`config.mk`:
```
export PLATFORM = sky130hd
export DESIGN_NAME = seg7_scan_driver
export DESIGN_NICKNAME = d
export VERILOG_FILES = /design/src/rtl/seg7_pkg.sv /design/src/rtl/seg7_decode.sv /design/src/rtl/seg7_scan_driver.sv
export SDC_FILE = /design/constraint.sdc
export NUM_CORES = 1
export LEC_CHECK = 0
export CORE_ASPECT_RATIO = 1.5
export CORE_MARGIN = 4
export CORE_UTILIZATION = 50
export CTS_CLUSTER_DIAMETER = 100
export CTS_CLUSTER_SIZE = 25
export DETAILED_ROUTE_END_ITERATION = 16
export GPL_TIMING_DRIVEN = 0
export PLACE_DENSITY = 0.74
export RECOVER_POWER = 25
export SYNTH_ARGS = -nofsm -noshare
export SYNTH_HDL_FRONTEND = slang
export SYNTH_HIERARCHICAL = 1
export SYNTH_SLANG_ARGS = --single-unit
```
`constraint.sdc`:
```
create_clock -name clk -period 3.23 [get_ports clk]
set_input_delay 0.646 -clock clk [delete_from_list [all_inputs] [get_ports clk]]
set_output_delay 0.646 -clock clk [all_outputs]
set_load 0.005 [all_outputs]
```
`src/rtl/seg7_pkg.sv`:
```
// seg7_pkg: segment patterns, digit positions and field mapping for the scan driver
package seg7_pkg;

    localparam logic [6:0] SEG_0    = 7'h40;
    localparam logic [6:0] SEG_1    = 7'h79;
    localparam logic [6:0] SEG_2    = 7'h24;
    localparam logic [6:0] SEG_3    = 7'h30;
    localparam logic [6:0] SEG_4    = 7'h19;
    localparam logic [6:0] SEG_5    = 7'h12;
    localparam logic [6:0] SEG_6    = 7'h02;
    localparam logic [6:0] SEG_7    = 7'h78;
    localparam logic [6:0] SEG_8    = 7'h00;
    localparam logic [6:0] SEG_9    = 7'h10;
    localparam logic [6:0] SEG_DASH = 7'h3F;
    localparam logic [6:0] SEG_OFF  = 7'h7F;

    localparam logic [2:0] DIG_SEC_ONES = 3'd0;
    localparam logic [2:0] DIG_SEC_TENS = 3'd1;
    localparam logic [2:0] DIG_MIN_ONES = 3'd2;
    localparam logic [2:0] DIG_MIN_TENS = 3'd3;
    localparam logic [2:0] DIG_HR_ONES  = 3'd4;
    localparam logic [2:0] DIG_HR_TENS  = 3'd5;

    typedef enum logic [1:0] {
        FLD_SEC = 2'd0,
        FLD_MIN = 2'd1,
        FLD_HR  = 2'd2
    } field_e;

    function automatic field_e field_of(input logic [2:0] dig);
        return dig >= DIG_HR_ONES ? FLD_HR : dig >= DIG_MIN_ONES ? FLD_MIN : FLD_SEC;
    endfunction

endpackage

```
`src/rtl/seg7_decode.sv`:
```
// seg7_decode: BCD to active-low {g,f,e,d,c,b,a}; non-decimal codes show a dash
module seg7_decode
    import seg7_pkg::*;
(
    input  logic [3:0] bcd,
    output logic [6:0] seg
);

    always_comb begin
        seg = SEG_DASH;
        case (bcd)
            4'd0: seg = SEG_0;
            4'd1: seg = SEG_1;
            4'd2: seg = SEG_2;
            4'd3: seg = SEG_3;
            4'd4: seg = SEG_4;
            4'd5: seg = SEG_5;
            4'd6: seg = SEG_6;
            4'd7: seg = SEG_7;
            4'd8: seg = SEG_8;
            4'd9: seg = SEG_9;
            default: seg = SEG_DASH;
        endcase
    end

endmodule

```
`src/rtl/seg7_scan_driver.sv`:
```
// seg7_scan_driver: six-digit multiplexed clock display with per-frame snapshot,
// anti-ghost dead time, leading-zero suppression, field blinking and blanking.
module seg7_scan_driver
    import seg7_pkg::*;
#(
    parameter int CLK_DIV      = 1000,
    parameter int DEAD         = 2,
    parameter int BLINK_FRAMES = 64
) (
    input  logic       clk,
    input  logic       rst,
    input  logic [3:0] sec_ones,
    input  logic [3:0] sec_tens,
    input  logic [3:0] min_ones,
    input  logic [3:0] min_tens,
    input  logic [3:0] hr_ones,
    input  logic [3:0] hr_tens,
    input  logic       blank,
    input  logic       lz_blank,
    input  logic [2:0] blink_mask,
    output logic [5:0] an,
    output logic [6:0] seg,
    output logic       dp,
    output logic       frame_tick
);

    localparam int PW = CLK_DIV > 1 ? $clog2(CLK_DIV) : 1;
    localparam int FW = $clog2(BLINK_FRAMES + 1);

    logic [PW-1:0] presc;
    logic [2:0]    idx;
    logic [FW-1:0] frame_cnt;
    logic          blink_phase;
    logic [23:0]   shadow;
    logic [23:0]   live;
    logic [23:0]   view;
    logic          presc_wrap;
    logic          frame_start;
    logic          frame_wrap;
    logic          cnt_wrap;
    logic [3:0]    cur_bcd;
    logic [6:0]    seg_dec;
    logic          lit;

    assign live        = {hr_tens, hr_ones, min_tens, min_ones, sec_tens, sec_ones};
    assign presc_wrap  = presc == PW'(CLK_DIV - 1);
    assign frame_start = presc == '0 && idx == DIG_SEC_ONES;
    assign frame_wrap  = presc_wrap && idx == DIG_HR_TENS;
    assign cnt_wrap    = frame_cnt == FW'(BLINK_FRAMES - 1);
    // The snapshot cycle itself already shows the new frame's values
    assign view        = frame_start ? live : shadow;

    assign cur_bcd = idx == DIG_SEC_ONES ? view[3:0]   :
                     idx == DIG_SEC_TENS ? view[7:4]   :
                     idx == DIG_MIN_ONES ? view[11:8]  :
                     idx == DIG_MIN_TENS ? view[15:12] :
                     idx == DIG_HR_ONES  ? view[19:16] : view[23:20];

    seg7_decode u_decode (
        .bcd(cur_bcd),
        .seg(seg_dec)
    );

    assign lit = presc >= PW'(DEAD) && !blank
              && !(lz_blank && idx == DIG_HR_TENS && view[23:20] == 4'd0)
              && !(blink_phase && blink_mask[field_of(idx)]);

    always_ff @(posedge clk or posedge rst) begin
        if (rst) begin
            presc       <= '0;
            idx         <= DIG_SEC_ONES;
            frame_cnt   <= '0;
            blink_phase <= 1'b0;
            shadow      <= '0;
            frame_tick  <= 1'b0;
            an          <= 6'h3F;
            seg         <= SEG_OFF;
            dp          <= 1'b1;
        end else begin
            presc <= presc_wrap ? '0 : presc + 1'b1;
            if (presc_wrap)
                idx <= idx == DIG_HR_TENS ? DIG_SEC_ONES : idx + 1'b1;
            if (frame_wrap) begin
                frame_cnt <= cnt_wrap ? '0 : frame_cnt + 1'b1;
                if (cnt_wrap)
                    blink_phase <= ~blink_phase;
            end
            if (frame_start)
                shadow <= live;
            frame_tick <= frame_start;
            an         <= lit ? ~(6'b1 << idx) : 6'h3F;
            seg        <= lit ? seg_dec : SEG_OFF;
            dp         <= !(lit && (idx == DIG_MIN_ONES || idx == DIG_HR_ONES));
        end
    end

endmodule

```
==> metrics.txt <==
outcome completed; setup violators final 0; layout cells sized above 1 14.3%; Final min period 2.98 ns; Final Hold Viols 0; Net Count, Synth 380; area leader, netlist dfrtp_1; Worst Path Max Fanout 10; Port Buffers 45; Die Y-Extent between 100 and 150 um; max-cap check violation count 0; final period utilization 92.3%; r2r worst-path depth 10; NetSw 0.353 mW; All-Layer GR Usage 19.2%; Inserted Diodes 0; share of Yosys cell area claimed by the top area cell type 35.6%; max frequency 335 MHz; R2R Setup Slk around 0.25 ns; cts hold-fix bufs 0; remaining global-route overflow 0; via count 2538; CP arrival 3.26 ns; sequential-to-total area share from yosys stat 47.0%; Worst-Skew Late Latency 0.33 ns; Ys Warns 6; Critical Path Start Type register; CP Class register to register; area of placed instances 0.00379 sq mm; worst reg2reg endpoint seg[4]$_DFF_PP1_; Top Ports 46; largest net degree at the start of global routing 35; Comb power frac under 10%; unrepaired setup endpoints after global routing no; clock share of power 42.4%; antenna viol nets, final 0; CTS root buffer clkbuf_8; wire length of the first global-routing pass 11.7 mm; post-CTS setup buffer count 0; DRT iter0 DRCs 89; Hold Path Stages 2; P_int about 1.2 mW; H-tree depth 3; gpl congestion 0.842; critical path capture point type register; total negative slack 0 ns; switching share of power ~22%; CTS Buf Count 9; Initial Util 52.0%; synth top area cells dfrtp_1, dfstp_2, nand2_1, ha_1, mux2i_1; Hold Path Class register to register; area grow syn2layout 23.3%; Rows 35; worst hold endpoint shadow[16]$_DFF_PP0_; EDFF count, synth 0; CTS tree built; leakage power ~1.8 nW; design area 0.00398 sq mm; die area about 0.0078 sq mm; synthesized flop and latch total 60; area of the core 0.00622 sq mm; Post-synth ARST share 100%; fin worst setup slack 0.248 ns; VDD IR max 328 uV; Routed Wire Length 6.77 mm; drt wl/cell 14.4 um; WP data required 3.51 ns; fillcell total 551; sequential power share about half; clk buf depth 2; Layout Skew 0.00405 ns; worst reg2reg path startpoint presc[6]$_DFF_PP0_; min-delay src shadow[16]$_DFF_PP0_; Final Hold Slack 0.462 ns; syn_area_per_cell 9.53 sq um; main flop type after synthesis dfrtp_1; Reg clk slew, reported paths 0.07 ns; detailed-route DRC error count 0; synth unique cells 55; clk sink count 60; Die X about 74 um; synthesized area between 0.003 and 0.004 sq mm; Layout Nets 434; max-slew violation count 0; via/cell ratio 5.38; synthesized instance count 339; pwr dens 402 mW/mm^2; Max-slew headroom 34.9%; Place WS -0.285 ns; 1st-pass router iterations 4; DP HPWL 5.16 mm; Tot Pwr 1.60 mW; Least-Margin Pin Slew slightly below 1 ns; number of global-route vias before repair 2504; initial antenna violation count 0
## logic make-up (layout without fill, tap and decap cells)
| group | after synthesis | in the layout | share of synthesized area (%) |
|---|---|---|---|
| muxes | 15 | 15 | 5.50 |
| and+or+nand+nor | 163 | 163 | 24.7 |
| buffers and inverters | 26 | 85 | 3.76 |
| AOI/OAI and AO/OA | 54 | 54 | 12.2 |
| xor gates and xnor gates | 11 | 11 | 2.98 |
| adders and majority gates | 10 | 10 | 3.87 |
| DFF | 60 | 60 | 47.0 |
## routing by layer
metal	vias up	track usage [%]	wire length, um
met1	1187	23.3	2690
li1	1268	-	-
met5	-	0	0
met3	15	3.12	286
met2	68	33.2	3630
met4	0	7.64	161
## metrics by stage
stage | utilization (%) | cells
floorplan | - | 339
finish | 64.1 | 472
global route | 64.1 | 472
global placement | 60.7 | 458
detailed placement | 61.0 | 459
CTS | 64.1 | 472
## repair_timing
action                                  4_1_cts  5_1_grt
endpoints found under the setup margin        6        6
pin swaps                                     0        1
gates resized for setup                       0        2
## state kept, by name (all words and copies together), names as in the netlist
register / cells
frame_tick: 1
an: 6
frame_cnt: 7
idx: 3
blink_phase: 1
presc: 10
shadow: 24
seg: 7
dp: 1
## layout by cell type (no fill, tap or decap), types with 3 or more instances in the layout
| cell | Yosys | layout |
|---|---|---|
| a21oi_1 | 10 | 10 |
| a22oi_1 | 4 | 4 |
| and2_1 | 4 | 4 |
| buf_2 | 7 | 7 |
| clkbuf_8 | 0 | 11 |
| clkdlybuf4s50_1 | 0 | 44 |
| dfrtp_1 | 46 | 46 |
| dfstp_2 | 14 | 14 |
| ha_1 | 10 | 9 |
| inv_1 | 10 | 10 |
| mux2i_1 | 11 | 11 |
| nand2_1 | 85 | 85 |
| nand3_1 | 15 | 15 |
| nor2_1 | 20 | 20 |
| nor2b_1 | 5 | 5 |
| nor3_1 | 3 | 3 |
| o211ai_1 | 6 | 6 |
| o21ai_0 | 13 | 13 |
| o31ai_1 | 3 | 3 |
| or2_1 | 9 | 9 |
| xnor2_1 | 5 | 5 |
| xor2_1 | 6 | 6 |
## worst max-delay path by stage
| stage | start | to | slack [ns] | cells past startpoint |
|---|---|---|---|---|
| after floorplan | idx[1]$_DFFE_PP0N_ | seg[0]$_DFF_PP1_ | 0.27 | 13 |
| after global placement | idx[1]$_DFFE_PP0N_ | seg[4]$_DFF_PP1_ | -0.22 | 13 |
| after detailed placement | idx[1]$_DFFE_PP0N_ | seg[0]$_DFF_PP1_ | -0.29 | 13 |
| after CTS | idx[2]$_DFFE_PP0N_ | seg[4]$_DFF_PP1_ | 0.08 | 11 |
| after global routing | presc[6]$_DFF_PP0_ | seg[0]$_DFF_PP1_ | 0.02 | 10 |
| final | presc[6]$_DFF_PP0_ | seg[4]$_DFF_PP1_ | 0.25 | 10 |
## synth_stat cells (all sizes together) (2+ instances only)
| library cell | number |
|---|---|
| xor2 | 6 |
| mux2 | 2 |
| o221a | 2 |
| buf | 12 |
| o31ai | 3 |
| a211oi | 2 |
| o21ai | 15 |
| nor2 | 20 |
| o211ai | 6 |
| a22oi | 4 |
| nand2 | 85 |
| nand2b | 2 |
| nor3 | 4 |
| nor4 | 4 |
| o221ai | 2 |
| o2111ai | 2 |
| mux2i | 11 |
| a21o | 2 |
| nor3b | 2 |
| xnor2 | 5 |
| and2 | 5 |
| ha | 10 |
| inv | 10 |
| nand4 | 3 |
| mux4 | 2 |
| or2 | 9 |
| o22a | 2 |
| nand3 | 15 |
| dfrtp | 46 |
| dfstp | 14 |
| and2b | 2 |
| a21oi | 10 |
| clkbuf | 3 |
| nor2b | 6 |
## cell type report
type / count / area, sq um / share of cell area [%]
timing repair buffer: 46 / 455 / 11.4
clock inverter: 4 / 47.5 / 1.19
clock buffer: 12 / 155 / 3.89
multi-input combinational: 253 / 1600 / 40.3
buffer: 12 / 68.8 / 1.73
sequential: 60 / 1520 / 38.1
tap: 74 / 92.6 / 2.32
inverter: 11 / 41.3 / 1.04
## critical path, stage by stage, from the launching register on
cell and delay [ns]:
dfrtp_1 0.45, nor4_4 0.40, nand4_1 0.34, buf_2 0.30, o221a_2 0.27, o221ai_4 0.31
inv_1 0.14, ha_1 0.21, or2b_1 0.22, a31oi_1 0.16, or2_1 0.12
## power by group through the flow
stage	logic (mW)	registers, mW	clock network (mW)
CTS	0.134	0.792	0.702
finish	0.129	0.792	0.678
global placement	0.127	0.804	0
detailed placement	0.133	0.805	0
floorplan	0.0610	0.802	0
global route	0.144	0.794	0.740
(Power assumes the default switching activity.)
